<file path="src/rtl/seq_div_pkg.sv">
// Shared types and sizing helpers for the sequential restoring divider.
package seq_div_pkg;

  typedef enum logic [1:0] {
    IDLE = 2'd0,
    RUN  = 2'd1,
    FIN  = 2'd2
  } state_e;

  // Step counter width: it must hold M-1 (it counts M-1 down to 0).
  function automatic int cnt_width(input int m);
    return (m > 2) ? $clog2(m) : 1;
  endfunction

endpackage

</file>
<file path="src/rtl/div_step.sv">
// One restoring-division iteration: shift in the next dividend bit, trial-subtract, keep or restore.
module div_step #(
  parameter int N = 4
) (
  input  logic [N-1:0] r_i,
  input  logic         d_msb_i,
  input  logic [N-1:0] divisor_i,
  output logic [N-1:0] r_o,
  output logic         q_bit_o
);

  logic [N:0] r_shift;
  logic [N:0] diff;

  // The incoming remainder is always below the divisor, so its N+1-bit form has a zero MSB
  // and only the low N bits need to be carried between iterations.
  // NOTE: always_comb assigns every output on every path, so no latch can be inferred.
  always_comb begin
    r_shift = {r_i, d_msb_i};
    diff    = r_shift - {1'b0, divisor_i};
    q_bit_o = ~diff[N];
    r_o     = diff[N] ? r_shift[N-1:0] : diff[N-1:0];
  end

endmodule

</file>
<file path="src/rtl/seq_restoring_divider.sv">
// Sequential unsigned restoring divider: one quotient bit per clock, M+1 cycle latency.
module seq_restoring_divider
  import seq_div_pkg::*;
#(
  parameter int M = 8,
  parameter int N = 4
) (
  input  logic         clk,
  input  logic         rst,
  input  logic         start,
  input  logic [M-1:0] dividend,
  input  logic [N-1:0] divisor,
  output logic         busy,
  output logic         done,
  output logic [M-1:0] quotient,
  output logic [N-1:0] remainder,
  output logic         div_by_zero
);

  localparam int            CW   = cnt_width(M);
  localparam logic [CW-1:0] LAST = CW'(M - 1);

  state_e        state_q, state_d;
  logic [N-1:0]  r_q, r_d;
  logic [N-1:0]  dvs_q, dvs_d;
  logic [M-1:0]  d_q, d_d;
  logic [M-1:0]  qs_q, qs_d;
  logic [CW-1:0] cnt_q, cnt_d;
  logic [M-1:0]  quot_q, quot_d;
  logic [N-1:0]  rem_q, rem_d;
  logic          dbz_q, dbz_d;
  logic          busy_q, done_q;

  logic [N-1:0]  step_r;
  logic          step_bit;

  div_step #(.N(N)) u_step (
    .r_i      (r_q),
    .d_msb_i  (d_q[M-1]),
    .divisor_i(dvs_q),
    .r_o      (step_r),
    .q_bit_o  (step_bit)
  );

  always_comb begin
    state_d = state_q;
    r_d     = r_q;
    dvs_d   = dvs_q;
    d_d     = d_q;
    qs_d    = qs_q;
    cnt_d   = cnt_q;
    quot_d  = quot_q;
    rem_d   = rem_q;
    dbz_d   = dbz_q;

    unique case (state_q)
      IDLE, FIN: begin
        state_d = IDLE;
        if (start) begin
          if (divisor != '0) begin
            state_d = RUN;
            r_d     = '0;
            dvs_d   = divisor;
            d_d     = dividend;
            qs_d    = '0;
            cnt_d   = LAST;
          end else begin
            // Zero divisor bypasses iteration and reports saturated quotient.
            state_d = FIN;
            quot_d  = '1;
            rem_d   = '0;
            dbz_d   = 1'b1;
          end
        end
      end
      RUN: begin
        r_d   = step_r;
        d_d   = {d_q[M-2:0], 1'b0};
        qs_d  = {qs_q[M-2:0], step_bit};
        cnt_d = cnt_q - 1'b1;
        if (cnt_q == '0) begin
          state_d = FIN;
          quot_d  = {qs_q[M-2:0], step_bit};
          rem_d   = step_r;
          dbz_d   = 1'b0;
        end
      end
      default: state_d = IDLE;
    endcase
  end

  // NOTE: sequential state uses non-blocking assignments so every flop samples pre-edge values.
  always_ff @(posedge clk or posedge rst) begin
    if (rst) begin
      state_q <= IDLE;
      r_q     <= '0;
      dvs_q   <= '0;
      d_q     <= '0;
      qs_q    <= '0;
      cnt_q   <= '0;
      quot_q  <= '0;
      rem_q   <= '0;
      dbz_q   <= 1'b0;
      busy_q  <= 1'b0;
      done_q  <= 1'b0;
    end else begin
      state_q <= state_d;
      r_q     <= r_d;
      dvs_q   <= dvs_d;
      d_q     <= d_d;
      qs_q    <= qs_d;
      cnt_q   <= cnt_d;
      quot_q  <= quot_d;
      rem_q   <= rem_d;
      dbz_q   <= dbz_d;
      busy_q  <= (state_d == RUN);
      done_q  <= (state_d == FIN);
    end
  end

  assign busy        = busy_q;
  assign done        = done_q;
  assign quotient    = quot_q;
  assign remainder   = rem_q;
  assign div_by_zero = dbz_q;

endmodule

</file>
<file path="config.mk">
export PLATFORM = sky130hd
export DESIGN_NAME = seq_restoring_divider
export DESIGN_NICKNAME = d
export VERILOG_FILES = /design/src/rtl/seq_div_pkg.sv /design/src/rtl/div_step.sv /design/src/rtl/seq_restoring_divider.sv
export SDC_FILE = /design/constraint.sdc
export NUM_CORES = 1
export LEC_CHECK = 0
export BUFFER_PORTS_ARGS = -buffer_cell sky130_fd_sc_hd__buf_4
export CAP_MARGIN = 25
export CORE_ASPECT_RATIO = 0.75
export CORE_MARGIN = 3
export CORE_UTILIZATION = 34
export CTS_BUF_LIST = sky130_fd_sc_hd__clkbuf_8 sky130_fd_sc_hd__clkbuf_16
export DETAILED_ROUTE_END_ITERATION = 8
export GPL_TIMING_DRIVEN = 0
export SLEW_MARGIN = 20
export SYNTH_ARGS = -nofsm -noshare
export SYNTH_HDL_FRONTEND = slang
export SYNTH_SLANG_ARGS = --single-unit
</file>
<file path="constraint.sdc">
create_clock -name clk -period 2.1 [get_ports clk]
set_input_delay 0.315 -clock clk [delete_from_list [all_inputs] [get_ports clk]]
set_output_delay 0.315 -clock clk [all_outputs]
set_load 0.02 [all_outputs]
</file>
* Word level (Yosys, flattened, before mapping) *
Index checks and enable logic that the tools add are counted.

cells by class
  add/subtract/negate cells = 2
  multiply operators = 0
  divide/modulo/power cells = 0
  $lt $le $gt $ge = 0
  eq/ne operators = 8
  shift-type cells = 0
  multiplexer cells = 29
  bitwise gates (word level) = 1
  reductions and logical operators = 8

operator list
  cell                                                                    number
  8-bit 2-to-1 mux                                                        5
  8-bit one-hot mux with 2 select lines                                   2
  4-bit 2-to-1 mux                                                        6
  4-bit one-hot mux with 2 select lines                                   2
  7-bit 2-to-1 mux                                                        2
  7-bit one-hot mux with 2 select lines                                   1
  2-bit inequality test (second input constant)                           4
  2-bit 2-to-1 mux                                                        3
  3-bit 2-to-1 mux                                                        2
  3-bit one-hot mux with 2 select lines                                   1
  3-bit AND reduction                                                     2
  5-bit by 4-bit subtractor with 5-bit output                             1
  2-bit by 1-bit equality test with 1-bit output (second input constant)  2
  2-bit equality test (second input constant)                             2
  2-bit one-hot mux with 2 select lines                                   1
  4-bit AND reduction                                                     1
  4-bit nonzero test                                                      1
  3-bit logical NOT                                                       1
  1-bit 2-to-1 mux                                                        3
  3-bit by 1-bit subtractor with 3-bit output (second input constant)     1
  2-bit logical NOT                                                       1
  1-bit one-hot mux with 2 select lines                                   1
  2-bit nonzero test                                                      1
  2-bit OR reduction                                                      1
  1-bit NOT                                                               1

storage, ports and cells
  register bits after elaboration = 43
  bits in latches = 0
  memory bits (writable) = 0
  bits in read-only memories = 0
  input bits = 15
  output and inout bits = 15
  memories kept = 0

* Depth between registers and ports, before layout *
Gate-level depths: netlist of the first run.

  depth in word-level cells = 5
  mapped depth = 8
  depth with buffers taken out = 8

* Hierarchy *
From an unflattened synthesis of the first run, not the netlist that was laid out.

unflattened totals
  cells, all modules = 177
  area, all modules = 1975.6 um2

by module, submodules not included
  module                 times used  cells each  area each (um2)  seq. area each (um2)
  seq_restoring_divider  1           153         1774.2           1076.0
  div_step               1           24          201.4            0.0

* Worst setup path after synthesis of the first run *
Ideal clock, no wire load.

  kind = register to register
  from = register dvs_q[0]
  to = register rem_q[1] (netlist: remainder[1])
  library setup time = 83 ps
  arrival = 2043 ps
  required time = 2017 ps
  setup slack = -26 ps
  stages on the path, launching flop included = 8
  period minus slack after synthesis = 2126 ps
  cells stage by stage = dfrtp_1 > ha_1 > fa_1 > nand2b_1 > a21oi_2 > xor2_2 > mux2_2 > o21ai_0

on the way
  cells in the longest elaborated chain, start to end = 4

RTL lines
  element                                      line                          RTL
  from (decl)                                  seq_restoring_divider.sv:25   logic [N-1:0] dvs_q, dvs_d;
  from (signal assigned)                       seq_restoring_divider.sv:109  dvs_q <= dvs_d;
  5-bit by 4-bit subtractor with 5-bit output  div_step.sv:20                diff = r_shift - {1'b0, divisor_i};
  4-bit 2-to-1 mux                             div_step.sv:22                r_o = diff[N] ? r_shift[N-1:0] : diff[N-1:0];
  4-bit 2-to-1 mux                             seq_restoring_divider.sv:81   if (cnt_q == '0) begin
  4-bit one-hot mux with 2 select lines        seq_restoring_divider.sv:56   unique case (state_q)
  to (signal assigned)                         seq_restoring_divider.sv:114  rem_q <= rem_d;
  to (decl)                                    seq_restoring_divider.sv:30   logic [N-1:0] rem_q, rem_d;

No other way between the ends. The select of a mux whose other input is x is not followed.
A chain may end at the register's enable or synchronous reset.

* Final worst setup path of the first run *
  from = register dvs_q[0]
  to = register rem_q[0] (netlist: remainder[0])

The elaborated chain is that of the path after synthesis.

==> impl.org, run 1 <==
** Final layout
- Count of fill cells added during filler insertion :: 535
- Number of cells in the finished layout apart from fillers :: 319
- At the end of the flow, the number of nets in the layout was 265.
- Cell area after layout :: 2440 sq um
- Layout cell share with drive strength beyond 1 :: 0.254
- In the final layout, the multi-input gates occupy 836 sq um.
- Final design utilization :: 0.449
- Area growth from synthesis to layout :: 25.8%
- The repair_antennas step left the layout with diodes totalling 0.
- Sequential Area :: 1080 sq um

** Outcome
- Outcome :: finished with violations
- Violations in the final reports :: setup timing

** Detailed routing
- Number of iterations in the first detailed-routing pass :: 4
- Via density per instance :: 4.68
- The detailed router finished its first iteration with 54 violations.
- Remaining design rule violation count :: 0
- WL per Instance :: 12.7 microns
- WL final :: 4.04 mm
- Via Count :: 1494
- Final ANT Viol Nets :: 0

** Logic synthesis
- After synthesis the netlist holds a flip-flop and latch count of 43.
- Post-synthesis compound-gate area fraction :: 0.130
- Seq/Total Area, Yosys :: 0.554
- Proportion of register bits with asynchronous set or reset after synthesis :: 1.00
- The number of different library cells used by synthesis comes to 29.
- Cells taking the most area after synthesis :: sky130_fd_sc_hd__dfrtp_1, sky130_fd_sc_hd__nand2_1, sky130_fd_sc_hd__o21ai_0, sky130_fd_sc_hd__nor2_1, sky130_fd_sc_hd__ha_1
- Post-synth EDFFs :: 0
- Syn Nets :: 225
- Averaged over all synthesized cells, the footprint is 9.57 sq um.
- Dominant combinational cell family by area after synthesis :: simple AND/OR/NAND/NOR gates
- Share of the synthesized netlist area taken by xor and xnor gates :: 0.0174
- Of the total synthesized cell area, the portion taken by AND, OR, NAND and NOR gates is 0.179.
- Proportion of netlist area held by the largest area contributor :: 0.554
- Cell type with the highest aggregate area in the netlist :: sky130_fd_sc_hd__dfrtp_1
- Post-Synth Adder-Cell Area :: 0.0490
- After synthesis the cells add up to 1940 sq um.
- Among all flip-flop cells after synthesis, the most frequent one is sky130_fd_sc_hd__dfrtp_1.
- Yosys printed 0 warnings.
- Synthesized instance count :: 203
- The portion of synthesized area spent on multiplexers is 0.0219.

** CTS
- Num CTS Buffers :: 5
- The H-tree was split into 2 levels.
- TritonCTS built the clock tree.
- Clock transition at the registers of the reported paths :: 0.08 ns
- The longest clock path from root to sink contains 2 buffers.
- Sink count of the clock tree :: 43
- In this run the clock root is driven by a sky130_fd_sc_hd__clkbuf_8.
- At the later pin of the worst-skew pair, clock insertion delay measures 0.29 ns.
- Buffers inserted to repair hold after CTS numbered 0.

** Timing
- Headroom to the max-slew limit came out at 0.640.
- Adding up every negative setup slack in the final design gives -0.0200 ns.
- The final-report max-slew violation count came to 0.
- Post-route worst hold slack :: 0.00602 ns
- Dividing the final minimum period by the clock period gives 1.01.
- Worst Tran Pin Value :: 0.540 ns
- Final-report hold violation count :: 0
- Worst clock skew :: 0.00619 ns
- Setup violations remaining at the end of the flow were counted as 2.
- Fmax :: 0.472 GHz
- For the finished layout, the period the worst path requires is 2.12 ns.
- Final setup slack of the worst path :: -0.0175 ns
- Unrepaired setup endpoints after global routing :: yes

** Floorplanning
- Die span in y :: 71.5 microns
- For this configuration, the core starts out at a cell density of 0.357.
- The die covers 6660 sq um.
- The die is 93.3 microns wide.
- In this run the count of I/O pins placed on the die edge is 30.
- The total area inside the core boundary comes to 5440 sq um.
- Number of rows created at floorplan :: 23

** Global routing
- Wire length of the first global-routing pass :: 7.29 mm
- Residual overflow from global routing :: 0
- The via count of the first global-routing pass was 1551.
- Entering global routing, the biggest net connects 27 pins.
- Across every metal layer, demand over resource in global routing totals 0.137.
- Antenna violations before repair :: 0

** Setup path
- Reg2reg start :: dvs_q[0]
- Data arrives at the worst endpoint at 2.34 ns.
- Counting cells, the worst reg-to-reg path comes to 7.
- Of all nets on the critical path, the largest fanout is 6.
- Required arrival time at the worst endpoint :: 2.32 ns
- Worst Path Class, Setup :: reg -> reg
- Across all register-to-register paths, the minimum setup slack is -0.02 ns.
- The worst setup path is launched from a flop.
- Destination of the worst register-to-register timing path :: remainder[0]
- STA classifies the critical path endpoint as a flop.

** Placement
- Gp weighted congestion :: 0.808
- During placement, the flow inserted port buffers numbering 29.
- Counting tap cells, the placed design contains a total of 308 instances.
- Detailed placement ended at an HPWL of 2.95 mm.
- After detailed placement, the total cell area comes to 2280 sq um.

** Power and ir drop
- Worst vdd ir :: 0.695 mV
- In this run the static leakage power is 0.00117 uW.
- Power per unit of standard cell area :: 1780 nW/um^2

** Job
- Max-cap violations :: 0

** Worst hold path
- Path category of the worst min-delay check :: in -> async
[through the flow]
step	setup WS, ns	total power, uW
3_5_place_dp	-0.224	3540
3_3_place_gp	-0.220	3490
6_report	-0.0175	4340
4_1_cts	-0.0178	4310
5_1_grt	-0.126	4770
2_1_floorplan	0.0129	2910
[sequential cells by signal (all words and copies together), names as in the netlist]
name / flops
div_by_zero: 1
busy: 1
qs_q: 7
remainder: 4
quotient: 8
done: 1
dvs_q: 4
state_q: 2
r_q: 4
d_q: 8
cnt_q: 3
[worst max-delay path, stage by stage (launching register included)]
cell and delay, ns:
sky130_fd_sc_hd__dfrtp_1 0.41, sky130_fd_sc_hd__ha_4 0.18, sky130_fd_sc_hd__fa_2 0.33, sky130_fd_sc_hd__nand2b_4 0.15, sky130_fd_sc_hd__a21oi_4 0.20, sky130_fd_sc_hd__xor2_4 0.30, sky130_fd_sc_hd__mux2_4 0.36, sky130_fd_sc_hd__o21ai_1 0.12
[placed cells by master, fill, tap and decap left out, types with 2 or more instances in the layout]
master,instances
sky130_fd_sc_hd__clkbuf_8,5
sky130_fd_sc_hd__a31oi_1,6
sky130_fd_sc_hd__o21ai_0,13
sky130_fd_sc_hd__o21ai_1,9
sky130_fd_sc_hd__buf_4,33
sky130_fd_sc_hd__nor2_1,25
sky130_fd_sc_hd__clkbuf_1,6
sky130_fd_sc_hd__nand2b_1,2
sky130_fd_sc_hd__buf_6,2
sky130_fd_sc_hd__ha_1,5
sky130_fd_sc_hd__clkinv_2,3
sky130_fd_sc_hd__inv_1,9
sky130_fd_sc_hd__nor2b_1,2
sky130_fd_sc_hd__dfrtp_1,43
sky130_fd_sc_hd__inv_2,2
sky130_fd_sc_hd__mux2_4,2
sky130_fd_sc_hd__nand2_1,43
sky130_fd_sc_hd__o21ai_2,3
sky130_fd_sc_hd__a21oi_1,13
[cell type report]
cell class / instances / share of cell area
Timing Repair Buffer: 33 / 0.107
Tap cell: 75 / 0.0384
Buffer: 9 / 0.0215
Inverter: 11 / 0.0169
Multi-Input combinational cell: 140 / 0.342
Sequential cell: 43 / 0.440
Clock inverter: 3 / 0.00614
Clock buffer: 5 / 0.0282
[routing by layer]
layer / vias up / part of all wire / track usage
li1: 739 / - / -
met1: 719 / 0.52 / 0.201
met2: 34 / 0.42 / 0.204
met3: 2 / 0.053 / 0.0378
met4: 0 / 0.0035 / 0.0293
met5: - / 0 / 0
[report_power, final]
part	total (uW)	internal [uW]	leakage, uW	switching (uW)
Sequential	1460	1220	0.000522	237
Clock	507	228	0.0000477	279
Combinational	2370	1070	0.000604	1310
Total	4340	2520	0.00117	1820
[repair_timing]
item	CTS	global route
resized for setup	12	4
endpoints found under the setup margin	8	9
pin swaps	4	2
endpoints found under the hold margin	0	0
buffers inserted	2	1
[synth_stat cells, types with 2 or more instances]
master and n:
sky130_fd_sc_hd__a31oi_1 6, sky130_fd_sc_hd__mux2i_1 2, sky130_fd_sc_hd__nand2_1 43, sky130_fd_sc_hd__buf_6 2, sky130_fd_sc_hd__nand2b_1 3, sky130_fd_sc_hd__o21ai_0 19
sky130_fd_sc_hd__mux2_2 2, sky130_fd_sc_hd__clkbuf_1 6, sky130_fd_sc_hd__a21oi_1 13, sky130_fd_sc_hd__ha_1 6, sky130_fd_sc_hd__o21ai_1 6, sky130_fd_sc_hd__nor2b_1 2
sky130_fd_sc_hd__dfrtp_1 43, sky130_fd_sc_hd__nor2_1 25, sky130_fd_sc_hd__inv_1 11
[logic make-up (layout without fill, tap and decap cells)]
family | Yosys count | after routing
AO/OA/AOI/OAI | 47 | 47
XOR/XNOR | 3 | 3
adder cells (fa/ha/maj) | 7 | 7
buffers and inverters | 20 | 61
flip-flops | 43 | 43
multiplexers | 4 | 4
AND/OR/NAND/NOR | 79 | 79
[worst max-delay path by stage]
stage	from	endpoint	slack [ns]	cells past startpoint
after floorplan	dvs_q[0]	remainder[0]	0.01	7
after global routing	dvs_q[0]	remainder[0]	-0.13	7
final	dvs_q[0]	remainder[0]	-0.02	7
after global placement	dvs_q[0]	r_q[0]	-0.22	7
after detailed placement	dvs_q[0]	r_q[0]	-0.22	7
after CTS	dvs_q[0]	r_q[2]	-0.02	7
(Power assumes the default switching activity.)
==> inputs of run 2 (changes only) <==
Settings changed: REMOVE_ABC_BUFFERS from default to 1.
==> run 2 against run 1 <==
Against the previous run: the run now ends clean; fmax increased by 0.95%; worst hold slack worse by 0.0027 ns; clock-buffer cell count unchanged; cell area down 1.1%; core utilization down 0.51 points; flip-flop and latch count unchanged; highest routed layer unchanged.
==> impl.org, run 2 (synthesized netlist as in run 1, its figures left out) <==
** Floorplanning
- Area inside the core boundary :: 5440 sq um
- Die width :: 93.3 microns
- During I/O placement, the number of pins put on the boundary was 30.
- Area enclosed by the die boundary :: 6660 sq um
- The die is 71.5 microns tall.
- In this run the core area contains 23 standard-cell rows.
- The initial utilization of the core area, before any placement, comes to 0.357.

** Setup path
- Crit start category :: flop
- Worst Setup End Kind :: flop
- Crit Path Max Fanout :: 6
- Worst Path Class, Setup :: reg -> reg
- STA puts the critical path data arrival time at 2.31 ns.
- Required arrival time at the worst endpoint :: 2.32 ns

** CTS
- TritonCTS built the clock tree.
- In this run, CTS created clock tree buffers numbering 5.
- CTS hold repair buffers :: 0
- Clock-pin slew was measured on the worst setup and hold paths at 0.08 ns.
- No sink is reached through more buffers than the 2 on the longest clock path.
- Root cell of the clock tree :: sky130_fd_sc_hd__clkbuf_8
- CTS saw 43 sinks.
- Latest clock arrival within the worst-skew pair :: 0.29 ns
- In this run the number of H-tree levels came out at 2.

** Detailed routing
- Summed over all layers, the routed wires come to 3.92 mm.
- Routed length on met3 :: 212 microns
- Detailed routing inserted a total of 1452 vias.
- Number of iterations in the first detailed-routing pass :: 4
- Top Metal Used :: met4
- Dividing the detail-routed wire length by the instance count gives 12.6 microns.
- Routed metal-1 wire length :: 2.00 mm
- Via density per instance :: 4.68
- Final ANT Viol Nets :: 0
- WL met2 :: 1.67 mm
- After detailed routing, the number of remaining DRC violations is 0.
- The first routing iteration left 52 violations.

** Timing
- Headroom to the max-slew limit came out at 0.531.
- Fmax :: 0.477 GHz
- Across the routed clock network, the largest skew measured is 0.00877 ns.
- The final-report max-slew violation count was 0.
- Final-report setup violation count :: 0
- Dividing the final minimum period by the clock period gives 0.999.
- At the pin with the least slew margin, the transition time is 0.701 ns.
- The worst path in the final design needs a cycle of 2.10 ns, including I/O delays and setup.
- Unrepaired setup endpoints after global routing :: yes
- The count of final hold-check violations is 0.

** Global routing
- The number of antenna violations at the first check in global routing came to 0.
- Across every metal layer, demand over resource in global routing totals 0.129.
- The first global-routing pass estimated 6.64 mm of wire.
- Maximum number of pins on one net before global-route repair :: 30
- Via count of the first global-routing pass :: 1357
- After global routing the overflow that remains totals 0.

** Placement
- Port buffering added 29 buffers.
- Total cell area at the placement stage :: 2220 sq um
- Summed over all nets, the half-perimeter wirelength after detailed placement is 2.59 mm.
- After detailed placement, the design holds a cell count of 299.
- Gp weighted congestion :: 0.753

** Final layout
- From synthesis to final layout, the design area changed by 24.4%.
- Most frequent cells in the layout :: sky130_fd_sc_hd__dfrtp_1, sky130_fd_sc_hd__nand2_1, sky130_fd_sc_hd__buf_4, sky130_fd_sc_hd__nor2_1, sky130_fd_sc_hd__a21oi_1
- The count of cells in the finished layout, fillers not included, comes to 310.
- Most frequent standard cell in the layout excluding fill and tap cells :: sky130_fd_sc_hd__dfrtp_1
- In the final design database the tool counted 257 nets.
- Of the cells placed in the final design, the portion with a size suffix greater than 1 is 0.251.
- The number of antenna diodes in the final layout is 0.
- The finished cells cover 2420 sq um.

** Worst hold path
- The path class of the tightest hold or removal check is in -> async.

** Outcome
- The flow ran to the end, and the final reports show no timing, DRC or antenna violations.

** Job
- Max-cap violations in this run came to 0.

** Power and ir drop
- In this run the static leakage power is 0.00116 uW.
- VDD sags by at most 0.422 mV.
- For this design the ratio of total power to cell area is 1810 nW/um^2.
[run 2: cell count changes in the layout (fill, tap and decap cells not counted), moves of 2 or more]
cell / delta
sky130_fd_sc_hd__o21ai_1: +2
sky130_fd_sc_hd__buf_6: -2
sky130_fd_sc_hd__clkinv_2: -3
sky130_fd_sc_hd__clkbuf_1: -6
[run 2: per-stage QoR]
stage	total power [uW]	setup slack (ns)	util	hold WS [ns]	setup TNS [ns]
4_1_cts	4320	-0.00161	0.440	0.00906	-0.00161
3_5_place_dp	3370	-0.378	0.408	0.332	-5.17
6_report	4380	0.00249	0.444	0.00328	0
5_1_grt	4740	-0.0772	0.444	0.0272	-0.482
3_3_place_gp	3310	-0.327	0.405	0.469	-4.61
2_1_floorplan	2790	-0.0336	-	0.432	-0.131
[run 2: path summary, 6_finish.rpt]
check / from / end / slack [ns] / cells past startpoint
worst min register to register: remainder[3] / remainder[3] / 0.49 / 2
worst min-delay path: rst / div_by_zero / 0.003 / 2
min in group clk: divisor[1] / dvs_q[1] / 0.24 / 3
max in group asynchronous: rst / dvs_q[0] / 1.62 / 3
worst max-delay path: dvs_q[0] / remainder[0] / 0.002 / 7
worst max register to register: dvs_q[0] / remainder[0] / 0.002 / 7
[run 2: power by group]
group	total, uW	internal, uW	switching [uW]	leakage (uW)
clock	612	344	268	0.0000554
combinational	2320	1040	1280	0.000586
sequential	1450	1220	228	0.000522
[run 2: cell type report]
class,instances,area (sq um)
clock buffer,5,68.8
clock inverter,2,33.8
fill,549,3020
inverter,11,41.3
multi-input combinational,140,827
sequential,43,1080
tap,75,93.8
timing repair buffer,34,275
[run 2: per-layer routing]
metal / global-route usage / vias to the layer above
li1: - / 731
met1: 0.186 / 687
met2: 0.186 / 29
met3: 0.0399 / 5
met4: 0.0439 / 0
met5: 0 / -
[run 2: what timing repair did]
item,4_1_cts,5_1_grt
buffers inserted,3,0
gates resized for setup,14,6
setup endpoints to repair,17,16
pin swaps,1,1
[run 2: worst max-delay path, stage by stage, from the launching register on]
cell,delay [ns]
sky130_fd_sc_hd__dfrtp_1,0.39
sky130_fd_sc_hd__ha_2,0.20
sky130_fd_sc_hd__fa_2,0.35
sky130_fd_sc_hd__nand2b_4,0.16
sky130_fd_sc_hd__a21oi_4,0.17
sky130_fd_sc_hd__xor2_4,0.31
sky130_fd_sc_hd__mux2_4,0.34
sky130_fd_sc_hd__o21ai_1,0.12
